### src/rtl/uart_pkg.sv
// Shared UART definitions: state encoding, oversampling ratio and frame defaults.
// Optional feature macro: UART_TX_PARITY_EN adds the PARITY state.
package uart_pkg;

  localparam int unsigned OVERSAMPLE      = 16;
  localparam int unsigned DBIT_DEFAULT    = 8;
  localparam int unsigned SB_TICK_DEFAULT = 16;
  // Wide enough to count up to a 2-stop-bit period (32 ticks).
  localparam int unsigned TICK_W          = 5;

  typedef enum logic [2:0] {
    ST_IDLE,
    ST_START,
    ST_DATA,
`ifdef UART_TX_PARITY_EN
    ST_PARITY,
`endif
    ST_STOP
  } uart_state_e;

endpackage

### src/rtl/uart_tx_ctrl.sv
// UART transmitter FSM driven by a 16x oversampling tick; LSB first, idle high.
// Optional feature macro: UART_TX_PARITY_EN inserts an even-parity bit after DATA.
module uart_tx_ctrl
  import uart_pkg::*;
#(
  parameter int unsigned DBIT    = DBIT_DEFAULT,
  parameter int unsigned SB_TICK = SB_TICK_DEFAULT
) (
  input  logic            clk,
  input  logic            reset,
  input  logic            s_tick,
  input  logic            tx_start,
  input  logic [DBIT-1:0] din,
  output logic            tx,
  output logic            tx_busy,
  output logic            tx_done_tick
);

  localparam int unsigned BIT_W = (DBIT > 1) ? $clog2(DBIT) : 1;

  uart_state_e       state;
  logic [TICK_W-1:0] tick_cnt;
  logic [BIT_W-1:0]  bit_cnt;
  logic [DBIT-1:0]   shreg;
`ifdef UART_TX_PARITY_EN
  logic              par;
`endif

  logic bit_end;
  logic stop_end;

  assign bit_end  = s_tick && (tick_cnt == TICK_W'(OVERSAMPLE - 1));
  assign stop_end = s_tick && (tick_cnt == TICK_W'(SB_TICK - 1));

  // Outputs are registered alongside the state so tx lines up with the state it encodes.
  always_ff @(posedge clk) begin
    if (reset) begin
      state        <= ST_IDLE;
      tick_cnt     <= '0;
      bit_cnt      <= '0;
      shreg        <= '0;
      tx           <= 1'b1;
      tx_busy      <= 1'b0;
      tx_done_tick <= 1'b0;
`ifdef UART_TX_PARITY_EN
      par          <= 1'b0;
`endif
    end else begin
      tx_done_tick <= 1'b0;
      case (state)
        ST_IDLE: begin
          if (tx_start) begin
            shreg    <= din;
            tick_cnt <= '0;
            bit_cnt  <= '0;
            state    <= ST_START;
            tx       <= 1'b0;
            tx_busy  <= 1'b1;
`ifdef UART_TX_PARITY_EN
            par      <= ^din;
`endif
          end
        end
        ST_START: begin
          if (bit_end) begin
            tick_cnt <= '0;
            state    <= ST_DATA;
            tx       <= shreg[0];
          end else if (s_tick) begin
            tick_cnt <= tick_cnt + TICK_W'(1);
          end
        end
        ST_DATA: begin
          if (bit_end) begin
            tick_cnt <= '0;
            shreg    <= shreg >> 1;
            if (bit_cnt == BIT_W'(DBIT - 1)) begin
`ifdef UART_TX_PARITY_EN
              state <= ST_PARITY;
              tx    <= par;
`else
              state <= ST_STOP;
              tx    <= 1'b1;
`endif
            end else begin
              bit_cnt <= bit_cnt + BIT_W'(1);
              tx      <= shreg[1];
            end
          end else if (s_tick) begin
            tick_cnt <= tick_cnt + TICK_W'(1);
          end
        end
`ifdef UART_TX_PARITY_EN
        ST_PARITY: begin
          if (bit_end) begin
            tick_cnt <= '0;
            state    <= ST_STOP;
            tx       <= 1'b1;
          end else if (s_tick) begin
            tick_cnt <= tick_cnt + TICK_W'(1);
          end
        end
`endif
        ST_STOP: begin
          if (stop_end) begin
            tick_cnt     <= '0;
            state        <= ST_IDLE;
            tx_busy      <= 1'b0;
            tx_done_tick <= 1'b1;
          end else if (s_tick) begin
            tick_cnt <= tick_cnt + TICK_W'(1);
          end
        end
        default: begin
          state   <= ST_IDLE;
          tx      <= 1'b1;
          tx_busy <= 1'b0;
        end
      endcase
    end
  end

endmodule

### config.mk
export PLATFORM = sky130hd
export DESIGN_NAME = uart_tx_ctrl
export DESIGN_NICKNAME = d
export VERILOG_FILES = /design/src/rtl/uart_pkg.sv /design/src/rtl/uart_tx_ctrl.sv
export SDC_FILE = /design/constraint.sdc
export NUM_CORES = 1
export LEC_CHECK = 0
export CORE_MARGIN = 2
export CORE_UTILIZATION = 45
export DETAILED_ROUTE_END_ITERATION = 12
export HOLD_SLACK_MARGIN = 0.08
export PLACE_DENSITY = 0.74
export SLEW_MARGIN = 15
export SYNTH_ARGS = -nofsm -noshare
export SYNTH_HDL_FRONTEND = slang
export SYNTH_SLANG_ARGS = --single-unit
### constraint.sdc
create_clock -name clk -period 1.6 [get_ports clk]
set_clock_uncertainty 0.05 [all_clocks]
set_input_delay 0.16 -clock clk [delete_from_list [all_inputs] [get_ports clk]]
set_output_delay 0.16 -clock clk [all_outputs]
set_load 0.01 [all_outputs]
# Yosys cells after proc, flatten, opt, wreduce, memory -nomap -nowiden
# Index checks and enable logic that the tools add are counted.
# Widths: inputs -> output; s select.
[classes]
n_eq_ne = 12
n_div = 0
addsub = 2
n_mux = 26
shifts = 0
magnitude_cmp = 0
n_bitwise = 2
mul = 0
n_reduce_logical = 13
[ops]
columns = ["op", "count"]
rows = [
  ["$mux 3", 8],
  ["$mux 8", 2],
  ["$pmux 8 s2", 1],
  ["$mux 5", 3],
  ["$ne 2x2->1 const B", 6],
  ["$pmux 3 s4", 1],
  ["$pmux 5 s2", 1],
  ["$reduce_and 3->1", 3],
  ["$reduce_and 4->1", 2],
  ["$mux 1", 7],
  ["$eq 3x2->1 const B", 2],
  ["$pmux 3 s2", 1],
  ["$add 5x1->5 const B", 1],
  ["$eq 5x4->1 const B", 1],
  ["$reduce_and 5->1", 1],
  ["$pmux 1 s4", 1],
  ["$reduce_bool 2->1", 2],
  ["$reduce_or 2->1", 2],
  ["$add 3x1->3 const B", 1],
  ["$eq 3x1->1 const B", 1],
  ["$eq 3x3->1 const B", 1],
  ["$logic_not 3->1", 1],
  ["$ne 3x1->1 const B", 1],
  ["$pmux 1 s3", 1],
  ["3 further kinds", 4],
]
[word_totals]
inputBits = 12
elab_cells = 62
reg_bits = 22
ramBits = 0
mem_bits_ro = 0
memories = 0
latchBits = 0

# Depth between registers and ports, before layout
# Gate-level depths: netlist of run 1.
[depth]
depth_word = 4
depth_mapped = 8

# Worst setup path after synthesis of run 1
# No wires, ideal clock.
[synth_timing]
kind = "register to register"
start = "reg state[0]"
end = "reg shreg[4]"
period_less_slack_ps = 1738
t_required_ps = 1462
setup_slack_ps = -138
path_buffers = 2
setup_time_ps = 88
arrival_ps = 1599
path_stages_with_launch = 9
cell_sequence = "dfxtp_1 > inv_1 > ha_1 > nor2b_4 > buf_6 > nor2_2 > buf_4 > a21oi_2 > a311oi_2"
[synth_via]
elab_chain_len = 3
elab_cells_between_ends = 7
classes_between = "eq/ne (3); mux (1); reduce/logical (3)"
[synth_lines]
columns = ["item", "line_no", "text"]
rows = [
  ["start: declaration", "uart_tx_ctrl.sv:21", "uart_state_e state;"],
  ["start signal: assignment", "uart_tx_ctrl.sv:38", "state <= ST_IDLE;"],
  ["start signal: assignment", "uart_tx_ctrl.sv:56", "state <= ST_START;"],
  ["start signal: assignment", "uart_tx_ctrl.sv:67", "state <= ST_DATA;"],
  ["$eq 3x2->1 or $logic_not 3->1 (tied branches)", "uart_tx_ctrl.sv:50", "case (state)"],
  ["$ne 2x2->1 (no line) or $reduce_bool 2->1 (tied branches)", "--", ""],
  ["$reduce_and 3->1 (no line)", "--", ""],
  ["end signal: assignment", "uart_tx_ctrl.sv:53", "shreg <= din;"],
  ["end signal: assignment", "uart_tx_ctrl.sv:76", "shreg <= shreg >> 1;"],
  ["end: declaration", "uart_tx_ctrl.sv:24", "logic [DBIT-1:0] shreg;"],
]
# Several ways; a longest one is shown, not always the timed one.
# A chain may end at the register's enable or synchronous reset.

# Final worst setup path of run 1
[layout_timing]
start = "reg state[1]"
end = "reg state[1]"
[layout_via]
elab_chain_len = 3
elab_cells_between_ends = 11
classes_between = "eq/ne (8); mux (1); reduce/logical (2)"
[layout_lines]
columns = ["item", "line_no"]
rows = [
  ["$eq 3x2->1 (tied with other cells)", "uart_tx_ctrl.sv:50"],
  ["$ne 2x2->1 (no line)", "--"],
  ["$reduce_and 5->1 (no line)", "--"],
]
# Several ways; a longest one is shown, not always the timed one.

==> run_results.csv, run 1 <==
group,metric,value,unit
global_route,grt_pass1_vias,1149,
floorplan,die_h,56.2,um
drt,routed_wl,3.03,mm
layout,fin_nets,184,
timing,hold_viol_final,0,
critical_path,path_cells,"inv_4, ha_4, nor2b_4, nor4_2, or4_1, o31ai_1",
placement,gp_congestion,0.865,
layout,seq_area,424,sq um
power,cellLeakagePower,0.687,nW
yosys,synth_edf_count,0,
power,irDropWorstVdd,1.17,mV
global_route,grt_use_total,19.4,%
yosys,netlist_area,1230,sq um
clock_tree,cts_root_buffer,"clkbuf_4",
yosys,synth_fp_nets,146,
yosys,ys.flop_type,"dfxtp_1",
drt,drc,0,
layout,fillers,209,
layout,multi_input_area,826,sq um
global_route,grt_pass1_wl,4.93,mm
global_route,gr-total-overflow,0,
critical_path,crit_family,"simple AND/OR/NAND/NOR gates",
timing,slew_headroom,78.9,%
yosys,post-synth-top-area-fraction,34.3,%
timing,setup_violations,4,
power,power_density,1650,nW/um^2
timing,post-route-period-util,103,%
status,status,"finished, violations left",
job,cap_violations,0,
layout,fin_util,68.1,%
yosys,seq_area_frac_synth,34.3,%
status,violations,"setup timing",
power,p_total,2.83,mW
critical_path,crit_type,"reg2reg",
clock_tree,numCtsBuffers,3,
clock_tree,clock-sinks,21,
placement,dp_slack,-0.141,ns
drt,antenna_left,0,
critical_path,crit_arrival,1.82,ns
yosys,synth_cell_type_count,45,
floorplan,die_w,56.2,um
clock_tree,insertion_delay,0.30,ns
floorplan,core_area,2520,sq um
clock_tree,cts_buffer_depth,2,
critical_path,max_stage_delay,0.54,ns
timing,rsz0062_at_grt,"true",
yosys,ys_warn_count,0,
global_route,grt_max_degree,15,
drt,viasPerCell,5.92,
critical_path,critPathSlowestCell,"or4_1",
timing,maxSlewViolCount,0,
yosys,ys_top_cells_by_area,"dfxtp_1 34%, ha_1 9.2%, mux2i_1 7.3%, a311oi_2 3.7%, a311oi_1 3.6%",
clock_tree,cts.htree.levels,1,
critical_path,cp-end-kind,"register",
yosys,synth_common_cells,"21 x dfxtp_1, 9 x ha_1, 9 x mux2i_1, 9 x nor2_1, 8 x a21oi_1",
floorplan,dieArea,3160,sq um
drt,wl_per_cell,15.8,um
floorplan,io_pins,15,
worst_hold_path,hold_path.class,"reg2reg",
drt,drt_iter0_drc,37,
yosys,synth_async_sr_flop_share,0,%
timing,fin_crit,1.65,ns
layout,area_growth,39.9,%
placement,dp_cells,186,
timing,finalSetupTns,-0.0890,ns
drt,drt_first_pass_iters,4,
critical_path,crit_required,1.78,ns
critical_path,start_kind,"register",
floorplan,start_util,48.7,%
yosys,synth.avg_cell_area,9.82,sq um
global_route,antenna_found_initial,0,
floorplan,row_count,18,
layout,drive_gt1_share,36.4,%
yosys,synth_most_common_cell,"dfxtp_1",
placement,dpl.hpwl,2.17,mm
layout,stdcell_count,192,
clock_tree,cts_tree,"yes",
placement,port_buffers,14,
timing,worst_slack,-0.0482,ns
critical_path,cp_max_fo,5,
drt,vias,1136,
critical_path,crit_buf_inv,1,
clock_tree,postCtsHoldBufs,0,
timing,tightest_slew,0.316,ns
yosys,ys_ff_latch,21,
yosys,syn_inst,125,
layout,antennaDiodeCount,0,
timing,clock.fmax,607,MHz
clock_tree,clkSlewWorstSetupHoldPaths,0.13,ns
yosys,synth.largest_area_cell,"dfxtp_1",
-- state kept, by name (all words and copies together), names as in the netlist --
name,count
shreg,8
tick_cnt,5
bit_cnt,3
state,2
tx,1
tx_busy,1
tx_done_tick,1
-- per-stage QoR --
stage / hold WS, ns / cell area (sq um)
2_1_floorplan: 0.316 / 1250
3_3_place_gp: 0.419 / 1600
3_5_place_dp: 0.430 / 1600
4_1_cts: 0.452 / 1680
5_1_grt: 0.469 / 1720
6_report: 0.447 / 1720
-- cell type report --
cell class / instances / share of cell area [%]
clock buffer: 3 / 1.31
clock inverter: 1 / 0.292
inverter: 5 / 1.38
multi-input combinational: 93 / 48.1
sequential: 21 / 24.7
tap: 30 / 2.19
timing repair buffer: 39 / 22.0
-- cells by family (layout without fill, tap and decap cells) --
group	count (synthesis)	in the layout	synth area share, %
AO/OA/AOI/OAI	39	39	24.8
AND/OR/NAND/NOR	35	35	18.6
flip-flops	21	21	34.3
buffers and inverters	11	48	5.00
multiplexers	10	10	8.26
adder cells (fa/ha/maj)	9	9	9.17
-- what timing repair did --
item / 4_1_cts / 5_1_grt
hold endpoints to repair: 0 / 0
setup endpoints to repair: 16 / 18
resized for setup: 11 / 9
buffers inserted: 1 / 1
pin swaps: 4 / 3
-- per-layer routing --
layer	part of all wire (%)	wire length, um	up-vias	global-route usage, %
li1	-	-	549	-
met1	41	1240	539	22.3
met2	52	1560	39	35.8
met3	5.4	164	9	2.56
met4	1.8	53	0	7.82
met5	0	0	-	0
-- report_power, final --
part	internal [mW]	switching, mW	leakage (nW)
combinational	0.944	0.869	0.496
clock	0.0931	0.171	0.0177
sequential	0.658	0.0976	0.173
total	1.69	1.14	0.687
-- final timing paths --
path / from / to / slack, ns / cells past startpoint
max: state[1]$_SDFFE_PP0P_ / state[1]$_SDFFE_PP0P_ / -0.05 / 6
min: tick_cnt[4]$_SDFFE_PP0P_ / tick_cnt[4]$_SDFFE_PP0P_ / 0.45 / 1
max reg2reg: state[1]$_SDFFE_PP0P_ / state[1]$_SDFFE_PP0P_ / -0.05 / 6
min reg2reg: tick_cnt[4]$_SDFFE_PP0P_ / tick_cnt[4]$_SDFFE_PP0P_ / 0.45 / 1
-- cells in the final DEF (no fill, tap or decap), drive strengths merged, types with 2 or more instances in the layout --
master         count
buf               25
dfxtp             21
clkdlybuf4s50     14
a21oi             11
nor2              10
mux2i              9
ha                 9
a311oi             8
o21ai              6
nand2              5
inv                5
nor3               4
clkbuf             3
nand2b             3
nor4               3
nand3              2
a31oi              2
nor3b              2
a22o               2
Power figures use the tool's default switching activity.
==> run 2, diff against run 1 <==
==> constraint.sdc (replaced) <==
create_clock -name clk -period 1.6 [get_ports clk]
set_clock_uncertainty 0.05 [all_clocks]
set_input_delay 0.48 -clock clk [delete_from_list [all_inputs] [get_ports clk]]
set_output_delay 0.48 -clock clk [all_outputs]
set_load 0.01 [all_outputs]
==> run 2 against run 1 <==
Effect of this change:
- the flow still finishes with violations (setup timing)
- wire length is 14% higher
- sequential power up 3.4%
- largest cell class unchanged
- utilization increased by 5.9 points
- global-route usage up 1.9 points
- fmax is 1.7% lower
- count of clock-buffer cells in the layout is the same
- critical path depth unchanged
- design area rose by 8.7%
- register-to-register slack got worse by 0.03 ns
- setup slack lost 0.028 ns
==> run_results.csv, run 2 (synthesis gave the netlist of run 1 again) <==
group,metric,value,unit
placement,dpl.hpwl,2.24,mm
timing,post-route-period-util,105,%
clock_tree,numCtsBuffers,3,
critical_path,start_kind,"register",
timing,clock.fmax,597,MHz
floorplan,start_util,48.7,%
power,power_switching,1.29,mW
critical_path,crit_arrival,1.86,ns
power,seq_power_share,25.0,%
drt,viasPerCell,6.07,
critical_path,crit_type,"reg2reg",
power,power_density,1670,nW/um^2
timing,hold_viol_final,0,
layout,fillers,175,
power,cellLeakagePower,0.760,nW
clock_tree,cts_root_buffer,"clkbuf_4",
drt,routed_wl,3.45,mm
placement,port_buffers,14,
power,combPwrFrac,66.1,%
drt,antenna_left,0,
timing,rsz0062_at_grt,"true",
clock_tree,cts.htree.levels,1,
clock_tree,cts_buffer_depth,2,
timing,hold_slack,0.458,ns
clock_tree,insertion_delay,0.32,ns
critical_path,cp_max_fo,4,
global_route,antenna_found_initial,0,
floorplan,core_area,2520,sq um
layout,drive_gt1_share,47.6,%
drt,drt_first_pass_iters,4,
drt,vias,1214,
clock_tree,cts_tree,"yes",
drt,drc,0,
global_route,gr-total-overflow,0,
timing,worst_slack,-0.0762,ns
floorplan,die_w,56.2,um
placement,dp_slack,-0.421,ns
layout,biggestRegsByFlops,"shreg: 8 flops, tick_cnt: 5 flops, bit_cnt: 3 flops",
timing,setup_violations,4,
drt,drt_iter0_drc,53,
global_route,grt_pass1_wl,5.38,mm
critical_path,crit_required,1.79,ns
global_route,grt_use_total,21.3,%
global_route,grt_max_degree,13,
layout,layout_commonest_cell,"buf_4",
status,violations,"setup timing",
power,power_frac_clock,8.8,%
clock_tree,clkSlewWorstSetupHoldPaths,0.12,ns
layout,regMostFlops,"shreg",
drt,wl_per_cell,17.2,um
power,p_int,1.82,mW
critical_path,cp-end-kind,"register",
placement,gp_congestion,0.817,
layout,layout_common_cells,"27 x buf_4, 16 x dfxtp_1, 9 x mux2i_1, 9 x clkdlybuf4s50_1, 8 x nor2_1",
clock_tree,postCtsHoldBufs,0,
job,cap_violations,0,
floorplan,row_count,18,
layout,largest_register_ffs,8,
power,switching_share,41.5,%
floorplan,dieArea,3160,sq um
timing,slew_headroom,78.6,%
global_route,grt_pass1_vias,1184,
timing,fin_crit,1.68,ns
layout,area_growth,52.0,%
clock_tree,clock-sinks,21,
timing,maxSlewViolCount,0,
status,status,"finished, violations left",
layout,fin_nets,192,
layout,antennaDiodeCount,0,
worst_hold_path,hold_path.class,"reg2reg",
timing,tightest_slew,0.321,ns
power,irDropWorstVdd,1.28,mV
timing,finalSetupTns,-0.165,ns
floorplan,io_pins,15,
floorplan,die_h,56.2,um
## run 2: cell types whose count changed in the layout (fill, tap and decap cells not counted), sizes merged
cell | before | now
dlymetal6s2s | 0 | 1
clkdlybuf4s50 | 14 | 9
buf | 25 | 33
dlygate4sd2 | 0 | 4
## run 2: final timing paths
| check | cells past startpoint | from | slack (ns) | endpoint |
|---|---|---|---|---|
| setup / recovery | 6 | bit_cnt[0]$_SDFFE_PP0P_ | -0.08 | state[1]$_SDFFE_PP0P_ |
| hold / removal | 1 | bit_cnt[1]$_SDFFE_PP0P_ | 0.46 | bit_cnt[1]$_SDFFE_PP0P_ |
| setup reg to reg | 6 | bit_cnt[0]$_SDFFE_PP0P_ | -0.08 | state[1]$_SDFFE_PP0P_ |
| hold reg to reg | 1 | bit_cnt[1]$_SDFFE_PP0P_ | 0.46 | bit_cnt[1]$_SDFFE_PP0P_ |
## run 2: through the flow
stage | power [mW] | cells | utilization, % | cell area, sq um
final | 3.12 | 200 | 74.0 | 1870
after global routing | 3.32 | 200 | 74.0 | 1870
after CTS | 2.72 | 195 | 66.4 | 1680
after detailed placement | 2.42 | 191 | 64.0 | 1620
after global placement | 2.35 | 191 | 64.0 | 1620
after floorplan | 1.81 | 125 | - | 1250
## run 2: repair_timing
item,CTS,global route
gates cloned,0,0
pin swaps,1,19
gates resized for setup,15,36
hold endpoints to repair,0,0
setup buffers,0,5
endpoints found under the setup margin,17,19
## run 2: layout make-up
class / instances / area, sq um / area share [%]
inverter: 5 / 26.3 / 1.41
tap: 30 / 37.5 / 2.01
timing repair buffer: 47 / 425 / 22.8
clock buffer: 3 / 22.5 / 1.21
multi-input combinational: 93 / 917 / 49.2
sequential: 21 / 432 / 23.1
clock inverter: 1 / 5.00 / 0.268
## run 2: worst max-delay path: stages, from the launching register on
cell and delay, ns:
dfxtp_1 0.35, ha_1 0.21, ha_2 0.21, nand2_1 0.13, nor3_2 0.07, or4_1 0.48, o31ai_1 0.09
## run 2: power groups by stage
| stage | Combinational (mW) | Sequential [mW] | Clock (mW) |
|---|---|---|---|
| final | 2.06 | 0.781 | 0.276 |
| after global routing | 2.23 | 0.793 | 0.298 |
| after CTS | 1.69 | 0.746 | 0.278 |
| after detailed placement | 1.67 | 0.747 | 0 |
| after global placement | 1.61 | 0.740 | 0 |
| after floorplan | 1.06 | 0.751 | 0 |
## run 2: layer usage
| layer | track usage [%] | part of all wire [%] |
|---|---|---|
| met1 | 25.4 | 39 |
| met2 | 37.0 | 52 |
| met3 | 2.79 | 5.6 |
| met4 | 10.9 | 3.3 |
| met5 | 0 | 0 |
